`config.mk`:
```
export PLATFORM = sky130hd
export DESIGN_NAME = conv2d_1_filter_scheduler
export DESIGN_NICKNAME = d
export VERILOG_FILES = /design/src/rtl/conv2d_1_filter_scheduler.sv
export SDC_FILE = /design/constraint.sdc
export NUM_CORES = 2
export LEC_CHECK = 0
export CORE_MARGIN = 2
export CORE_UTILIZATION = 45
export CTS_BUF_LIST = sky130_fd_sc_hd__clkbuf_8 sky130_fd_sc_hd__clkbuf_16
export DETAILED_ROUTE_END_ITERATION = 7
export PLACE_DENSITY = 0.71
export SETUP_SLACK_MARGIN = 0.05
export SYNTH_ARGS = -nofsm -noshare
export SYNTH_HDL_FRONTEND = slang
export SYNTH_SLANG_ARGS = --single-unit
```
`constraint.sdc`:
```
create_clock -name clock -period 10.9 [get_ports clock]
set_input_delay 2.18 -clock clock [delete_from_list [all_inputs] [get_ports clock]]
set_output_delay 2.18 -clock clock [all_outputs]
set_load 0.03 [all_outputs]
```
`src/rtl/conv2d_1_filter_scheduler.sv`:
```
// conv2d_1_filter_scheduler: lockstep input pop for a bank of filter cores
// and per-filter output buffering, drained in strict round-robin order.
module conv2d_1_filter_scheduler #(
  parameter int DWIDTH      = 32,
  parameter int NUM_FILTERS = 8,
  parameter int BUF_DEPTH   = 8,
  parameter int STALL_LEVEL = 4,
  parameter int FRAME_WORDS = 1024
) (
  input  logic                          clock,
  input  logic                          reset,
  input  logic [7:0]                    ff_empty,
  output logic                          ff_rdreq,
  output logic                          core_empty,
  input  logic [NUM_FILTERS-1:0]        core_rdreq,
  input  logic [NUM_FILTERS*DWIDTH-1:0] core_wdata,
  input  logic [NUM_FILTERS-1:0]        core_wrreq,
  output logic [DWIDTH-1:0]             ff_wdata,
  output logic                          ff_wrreq,
  input  logic                          ff_full,
  output logic                          frame_done,
  output logic                          overflow_err,
  output logic                          sync_err
);

  localparam int AW  = (BUF_DEPTH > 1) ? $clog2(BUF_DEPTH) : 1;
  localparam int CW  = $clog2(BUF_DEPTH + 1);
  localparam int PW  = (NUM_FILTERS > 1) ? $clog2(NUM_FILTERS) : 1;
  localparam int TOT = FRAME_WORDS * NUM_FILTERS;
  localparam int WCW = (TOT > 1) ? $clog2(TOT) : 1;

  localparam logic [CW-1:0]  FULL_C  = CW'(BUF_DEPTH);
  localparam logic [CW-1:0]  STALL_C = CW'(STALL_LEVEL);
  localparam logic [PW-1:0]  LAST    = PW'(NUM_FILTERS - 1);
  localparam logic [WCW-1:0] TERM    = WCW'(TOT - 1);

  logic [DWIDTH-1:0] r_mem [NUM_FILTERS][BUF_DEPTH];
  logic [AW-1:0]     r_wptr [NUM_FILTERS];
  logic [AW-1:0]     r_rptr [NUM_FILTERS];
  logic [CW-1:0]     r_cnt  [NUM_FILTERS];
  logic [PW-1:0]     r_ptr;
  logic [WCW-1:0]    r_wcnt;
  logic [DWIDTH-1:0] r_wdata;
  logic              r_wrreq;
  logic              r_fdone;
  logic              r_ovf;
  logic              r_sync;

  logic [NUM_FILTERS-1:0] w_push;
  logic [NUM_FILTERS-1:0] w_full;
  logic                   w_stall;
  logic                   w_pop;
  logic [DWIDTH-1:0]      w_pop_data;

  // Buffer status, input-side stall and the drain decision.
  always_comb begin
    w_stall = 1'b0;
    for (int k = 0; k < NUM_FILTERS; k++) begin
      w_full[k] = (r_cnt[k] == FULL_C);
      w_push[k] = core_wrreq[k] & ~w_full[k];
      if (r_cnt[k] >= STALL_C) w_stall = 1'b1;
    end
    w_pop      = (r_cnt[r_ptr] != '0) & ~ff_full;
    w_pop_data = r_mem[r_ptr][r_rptr[r_ptr]];
  end

  assign core_empty = (|ff_empty) | w_stall;
  assign ff_rdreq   = (&core_rdreq) & ~(|ff_empty) & ~w_stall & ~reset;

  // Buffer storage; contents are don't-care while the count is zero.
  always_ff @(posedge clock) begin
    for (int k = 0; k < NUM_FILTERS; k++)
      if (w_push[k])
        r_mem[k][r_wptr[k]] <= core_wdata[k*DWIDTH +: DWIDTH];
  end

  // Per-filter pointers and occupancy.
  always_ff @(posedge clock or posedge reset) begin
    if (reset) begin
      for (int k = 0; k < NUM_FILTERS; k++) begin
        r_wptr[k] <= '0;
        r_rptr[k] <= '0;
        r_cnt[k]  <= '0;
      end
    end else begin
      for (int k = 0; k < NUM_FILTERS; k++) begin
        if (w_push[k]) r_wptr[k] <= r_wptr[k] + AW'(1);
        if (w_pop && r_ptr == PW'(k))
          r_rptr[k] <= r_rptr[k] + AW'(1);
        unique case ({w_push[k], w_pop && r_ptr == PW'(k)})
          2'b10:   r_cnt[k] <= r_cnt[k] + CW'(1);
          2'b01:   r_cnt[k] <= r_cnt[k] - CW'(1);
          default: r_cnt[k] <= r_cnt[k];
        endcase
      end
    end
  end

  // Drain pointer, frame word counter and registered output write.
  always_ff @(posedge clock or posedge reset) begin
    if (reset) begin
      r_ptr   <= '0;
      r_wcnt  <= '0;
      r_wdata <= '0;
      r_wrreq <= 1'b0;
      r_fdone <= 1'b0;
    end else begin
      r_wrreq <= w_pop;
      r_fdone <= w_pop & (r_wcnt == TERM);
      if (w_pop) begin
        r_wdata <= w_pop_data;
        r_ptr   <= (r_ptr == LAST) ? '0 : r_ptr + PW'(1);
        r_wcnt  <= (r_wcnt == TERM) ? '0 : r_wcnt + WCW'(1);
      end
    end
  end

  // Sticky fault flags.
  always_ff @(posedge clock or posedge reset) begin
    if (reset) begin
      r_ovf  <= 1'b0;
      r_sync <= 1'b0;
    end else begin
      if (|(core_wrreq & w_full)) r_ovf <= 1'b1;
      if (|core_rdreq && !(&core_rdreq)) r_sync <= 1'b1;
    end
  end

  assign ff_wdata     = r_wdata;
  assign ff_wrreq     = r_wrreq;
  assign frame_done   = r_fdone;
  assign overflow_err = r_ovf;
  assign sync_err     = r_sync;

endmodule

```
# [After elaboration in Yosys (flattened, before gate mapping)]
# Memory sizes are Yosys's and may differ from the RTL's.
# Cells that the tools add are included.
[word_totals] reg_bits=132 out_inout_bits=38 ram_bits=2048 in_bits=283 memories=1 wordCells=252
[memory_table] name="r_mem" words=8 width=256 read_ports=1 rd_ports_with_merged_regs=0 write_ports=8 line="37" source="logic [DWIDTH-1:0] r_mem [NUM_FILTERS][BUF_DEPTH];"
[op_classes] n_eq_ne=32 magnitude_cmp=26 n_bitwise=37 n_addsub=34 reduce_logical=32 muxes=59
[ops] cell="$mux 256" count=8
[ops] cell="$demux 32 s3" count=8
[ops] cell="$mux 32" count=10
[ops] cell="$bmux 32 s3" count=1
[ops] cell="$pmux 4 s2" count=8
[ops] cell="$add 3x1->3 const B" count=17
[ops] cell="$ge 4x4->1 const B" count=10
[ops] cell="$not 3->4" count=10
[ops] cell="$add 4x1->4 const B" count=8
[ops] cell="$eq 4x4->1 const B" count=8
[ops] cell="$ge 4x3->1 const B" count=8
[ops] cell="$lt 4x1->1 const B" count=8
[ops] cell="$sub 4x1->4 const B" count=8
[ops] cell="$reduce_or 8->1" count=3
[ops] cell="$logic_and 1x1->1" count=17
[ops] cell="$eq 2x1->1 const B" count=8
[ops] cell="$eq 2x2->1 const B" count=8
[ops] cell="$mux 1" count=16
[ops] cell="$reduce_bool 2->1" count=8
[ops] cell="$add 13x1->13 const B" count=1
[ops] cell="$and 1x1->1" count=13
[ops] cell="$eq 13x13->1 const B" count=1
[ops] cell="$mux 13" count=1
[ops] cell="$bmux 4 s3" count=1
[ops] cell="13 further kinds" count=31

# [Depth between registers and ports, before layout]
[logic_depth] ltp_word=12 ltp_mapped=16 depth_no_buf=13

# [Worst setup path before layout]
# OpenSTA, ideal clock, no wires.
[synth_path] path_kind="in2reg" from="in core_wrreq[2]" to="mem r_mem[2][192] in the netlist's numbering (enable)" required_time_ns=10.387 arrival_time_ns=5.985 n_path_buf=0 setup_time_ns=0.513 cell_stages=3 slack_ns=4.402 cell_sequence="nor2b_1 -> inv_1 -> nor4b_1"
[synth_lines] element="from (decl)" line="17" source="input logic [NUM_FILTERS-1:0] core_wrreq,"
[synth_lines] element="to (decl)" line="37"

# [Worst setup path after layout]
[layout_path] from="in ff_empty[3]" to="out ff_rdreq"
[layout_via] elab_chain_cells=5
[layout_rtl] element="from (decl)" line="12" source="input logic [7:0] ff_empty,"
[layout_rtl] element="$reduce_or 8->1" line="68" source="assign ff_rdreq = (&core_rdreq) & ~(|ff_empty) & ~w_stall & ~reset;"
[layout_rtl] element="$not 1->1" line="68"
[layout_rtl] element="$and 1x1->1 (3 in a row)" line="68"
[layout_rtl] element="to (decl)" line="13" source="output logic ff_rdreq,"
# No other way between the ends.

==> summary.md <==
| Metric | Value |
|---|---|
| Vias | `46500` |
| Hold Crit Class | `register to register` |
| Crit-path max FO | `2` |
| First-pass GRT wire length | `360 mm` |
| Routed WL per cell | `34.9 um` |
| Startpoint types | `primary input` |
| Drt via density | `a little over 6` |
| Clock root cell | `clkbuf_16` |
| Mapped Nets | `roughly 4800` |
| TNS Setup | `0 ps` |
| PwrDens | `271 mW/mm2` |
| Critical register-to-register path startpoint | `r_ptr[1]` |
| Worst slew margin | `21.4%` |
| Dpl ws | `4510 ps` |
| Max Clock Skew | `33.8 ps` |
| FF+latch count, synth | `between 2000 and 2500` |
| Num rows | `160` |
| Cts bufs inserted | `199` |
| Share of layout cells above drive strength 1 | `20.3%` |
| Final clock period utilization by the worst path | `58.5%` |
| Most frequent cells in the layout | `edfxtp_1, nand2_1, mux4_2, clkdlybuf4s50_1, clkbuf_16` |
| Max cap viols | `0` |
| Most used DFF post-synth | `edfxtp_1` |
| Final Util | `52.0%` |
| Post-DRT Antenna Nets | `0` |
| Post-CTS Hold Buffers | `0` |
| Syn Std Cell Area | `0.0858 mm2` |
| Sequential Power Share | `42.2%` |
| Pleak | `32.3 nW` |
| RSZ-0062 raised after global routing | `no` |
| Drt pass-1 iters | `6` |
| Worst path required time | `8720 ps` |
| Setup Fix Bufs, Post-CTS | `0` |
| Total Power | `0.0268 W` |
| Initial antenna violation count | `55` |
| Clock Sinks | `~2200` |
| Chip Height | `roughly 440 um` |
| Synth-to-Final Area Change | `15.0%` |
| Average size of a mapped cell | `19.3 um2` |
| Status | `complete, no violations` |
| Int Pwr | `0.0175 W` |
| Die X | `441 um` |
| Crit-path cells | `clkdlybuf4s50_1 -> nor4_1 -> and4_1 -> nand3_1 -> nor4_1 -> clkdlybuf4s50_1` |
| Total Nets Final | `5150` |
| Fmax | `about 160 MHz` |
| DRC | `0` |
| Count of final hold-check violations | `0` |
| Final Max Tran Viols | `0` |
| Gpl congestion | `0.857` |
| Initial core utilization | `between 40% and 50%` |
| Max VDD drop | `roughly 0.00040 V` |
| # IOs | `321` |
| Switch share | `34.7%` |
| Sequential fraction of the synthesis area | `75.5%` |
| Clk slew on worst S/H paths | `60 ps` |
| Core Area | `approximately 0.19 mm2` |
| Mapped Cells | `about 4400` |
| Routed WL | `about 260 mm` |
| Min-delay src | `sync_err` |
| Post-synth EDFFs | `2048` |
| Longest Clk Path Bufs | `3` |
| # setup viols final | `0` |
| # H-tree levels | `4` |
| Clock share of power | `around 25%` |
| CP endpoint kind | `primary output` |
| DIE AREA | `0.194 mm2` |
| Final WS setup | `4520 ps` |
| Ys async rst share | `under 10%` |
| Vias in the first global route | `approximately 47000` |
| Psw | `0.00929 W` |
| Hpwl dp | `around 160 mm` |
| CP arrival | `4200 ps` |
| CTS resizes | `0` |
| Largest net degree at the start of global routing | `151` |
| Fill cells | `14700` |
| Clock latency on the worst-skew pair | `850 ps` |
| GRT Total Usage | `26.9%` |
| Iteration-0 DRC Markers | `6305` |
| Crit Path Class | `primary input to primary output` |
| Most common cell after layout, fill and taps aside | `edfxtp_1` |
| Synth unique cells | `52` |
| CP Launch Point | `ff_empty[3]` |
| Worst-Margin Slew | `1180 ps` |
| Buffers on Ports | `320` |
| Final critical-path required period | `~6400 ps` |
| TritonCTS clock tree | `done` |
| Comb pwr share | `32.4%` |
| Worst path max stage delay | `between 700 and 800 ps` |
| Slowest cell on crit path | `clkdlybuf4s50_1` |
| Synthesis warning total | `0` |
| Grt total ovfl | `0` |
==> cells in the mapped netlist, types with 6 or more instances <==
library cell	instances	area (um2)
buf_4	24	180
edfxtp_1	2048	61500
xnor2_1	39	342
nor3_1	102	510
nand3b_1	14	105
o21ai_1	48	240
mux2_2	12	135
buf_1	40	150
nor2_1	48	180
ha_1	47	588
o41ai_2	32	521
and2_1	7	43.8
dfrtp_1	132	3300
clkbuf_1	88	330
nor4b_1	6	52.6
nor4_1	21	131
and3_1	132	826
nand3_1	23	115
a21oi_2	20	175
buf_2	76	380
nor3b_1	7	52.6
mux2i_1	7	70.1
nand2b_1	14	87.6
o21ai_0	34	170
nand2_1	671	2520
inv_1	22	82.6
mux4_2	518	11700
xor2_1	34	298
a21oi_1	126	631
==> kinds of logic after synthesis <==
family                     count (synthesis)  synth area share, %
xor gates and xnor gates                  73                0.745
AOI/OAI and AO/OA                        279                 2.20
and+or+nand+nor                         1060                 5.51
muxes                                    540                 13.9
adders and majority gates                 49                0.732
DFF                                     2180                 75.5
buffers and inverters                    261                 1.40
==> critical path: cells and delay by family <==
| family | cells | cell delay [ps] |
|---|---|---|
| buffers and inverters | 2 | 1120 |
| AND/OR/NAND/NOR | 4 | 890 |
==> layout make-up <==
cell class              count  area [um2]  share of cell area (%)
clock inverters           162        1220                    1.24
multi-input cells        2001       20200                    20.5
clock buffers             207        5120                    5.19
well taps                2511        3140                    3.18
inverters                  26         110                   0.112
diodes                     20        50.0                  0.0507
flip-flops and latches   2180       64800                    65.7
repair buffers            410        3970                    4.02
==> flip-flops by register name, indices dropped and copies added (netlist names), 3 cells and up <==
register,flops
r_mem,2048
r_wptr,24
r_wcnt,13
ff_wdata,32
r_cnt,32
r_ptr,3
r_rptr,24
==> power by group through the flow <==
stage | registers (W) | logic (W) | clock network [W]
finish | 0.0113 | 0.00868 | 0.00681
global route | 0.0114 | 0.00904 | 0.00716
CTS | 0.0113 | 0.00863 | 0.00686
detailed placement | 0.0114 | 0.00859 | 0
global placement | 0.0114 | 0.00847 | 0
floorplan | 0.0112 | 0.00551 | 0
==> final timing paths <==
kind,slack (ps),end,cells after the start
max reg2reg,6000,ff_wdata[14],8
max,4520,ff_rdreq,6
min reg2reg,470,sync_err,1
min,470,sync_err,1
min in group asynchronous,1910,r_cnt[28],2
max in group asynchronous,7660,ff_wdata[10],3
==> metal layers <==
metal  GRT usage [%]  routed length (um)  up-vias
met5               0                  63        -
met1            32.7               88400    24300
met3            4.22               22400      601
met2            45.2              133000     3061
li1                -                   -    18500
met4            16.7               18800       10
==> stage by stage <==
step | area (um2) | cells | hold WS, ps
5_1_grt | 98600 | 7506 | 496
6_report | 98700 | 7517 | 465
4_1_cts | 98600 | 7497 | 469
2_1_floorplan | 85800 | 4442 | 435
3_5_place_dp | 92300 | 7128 | 451
3_3_place_gp | 92300 | 7128 | 452
(Power assumes the default switching activity.)
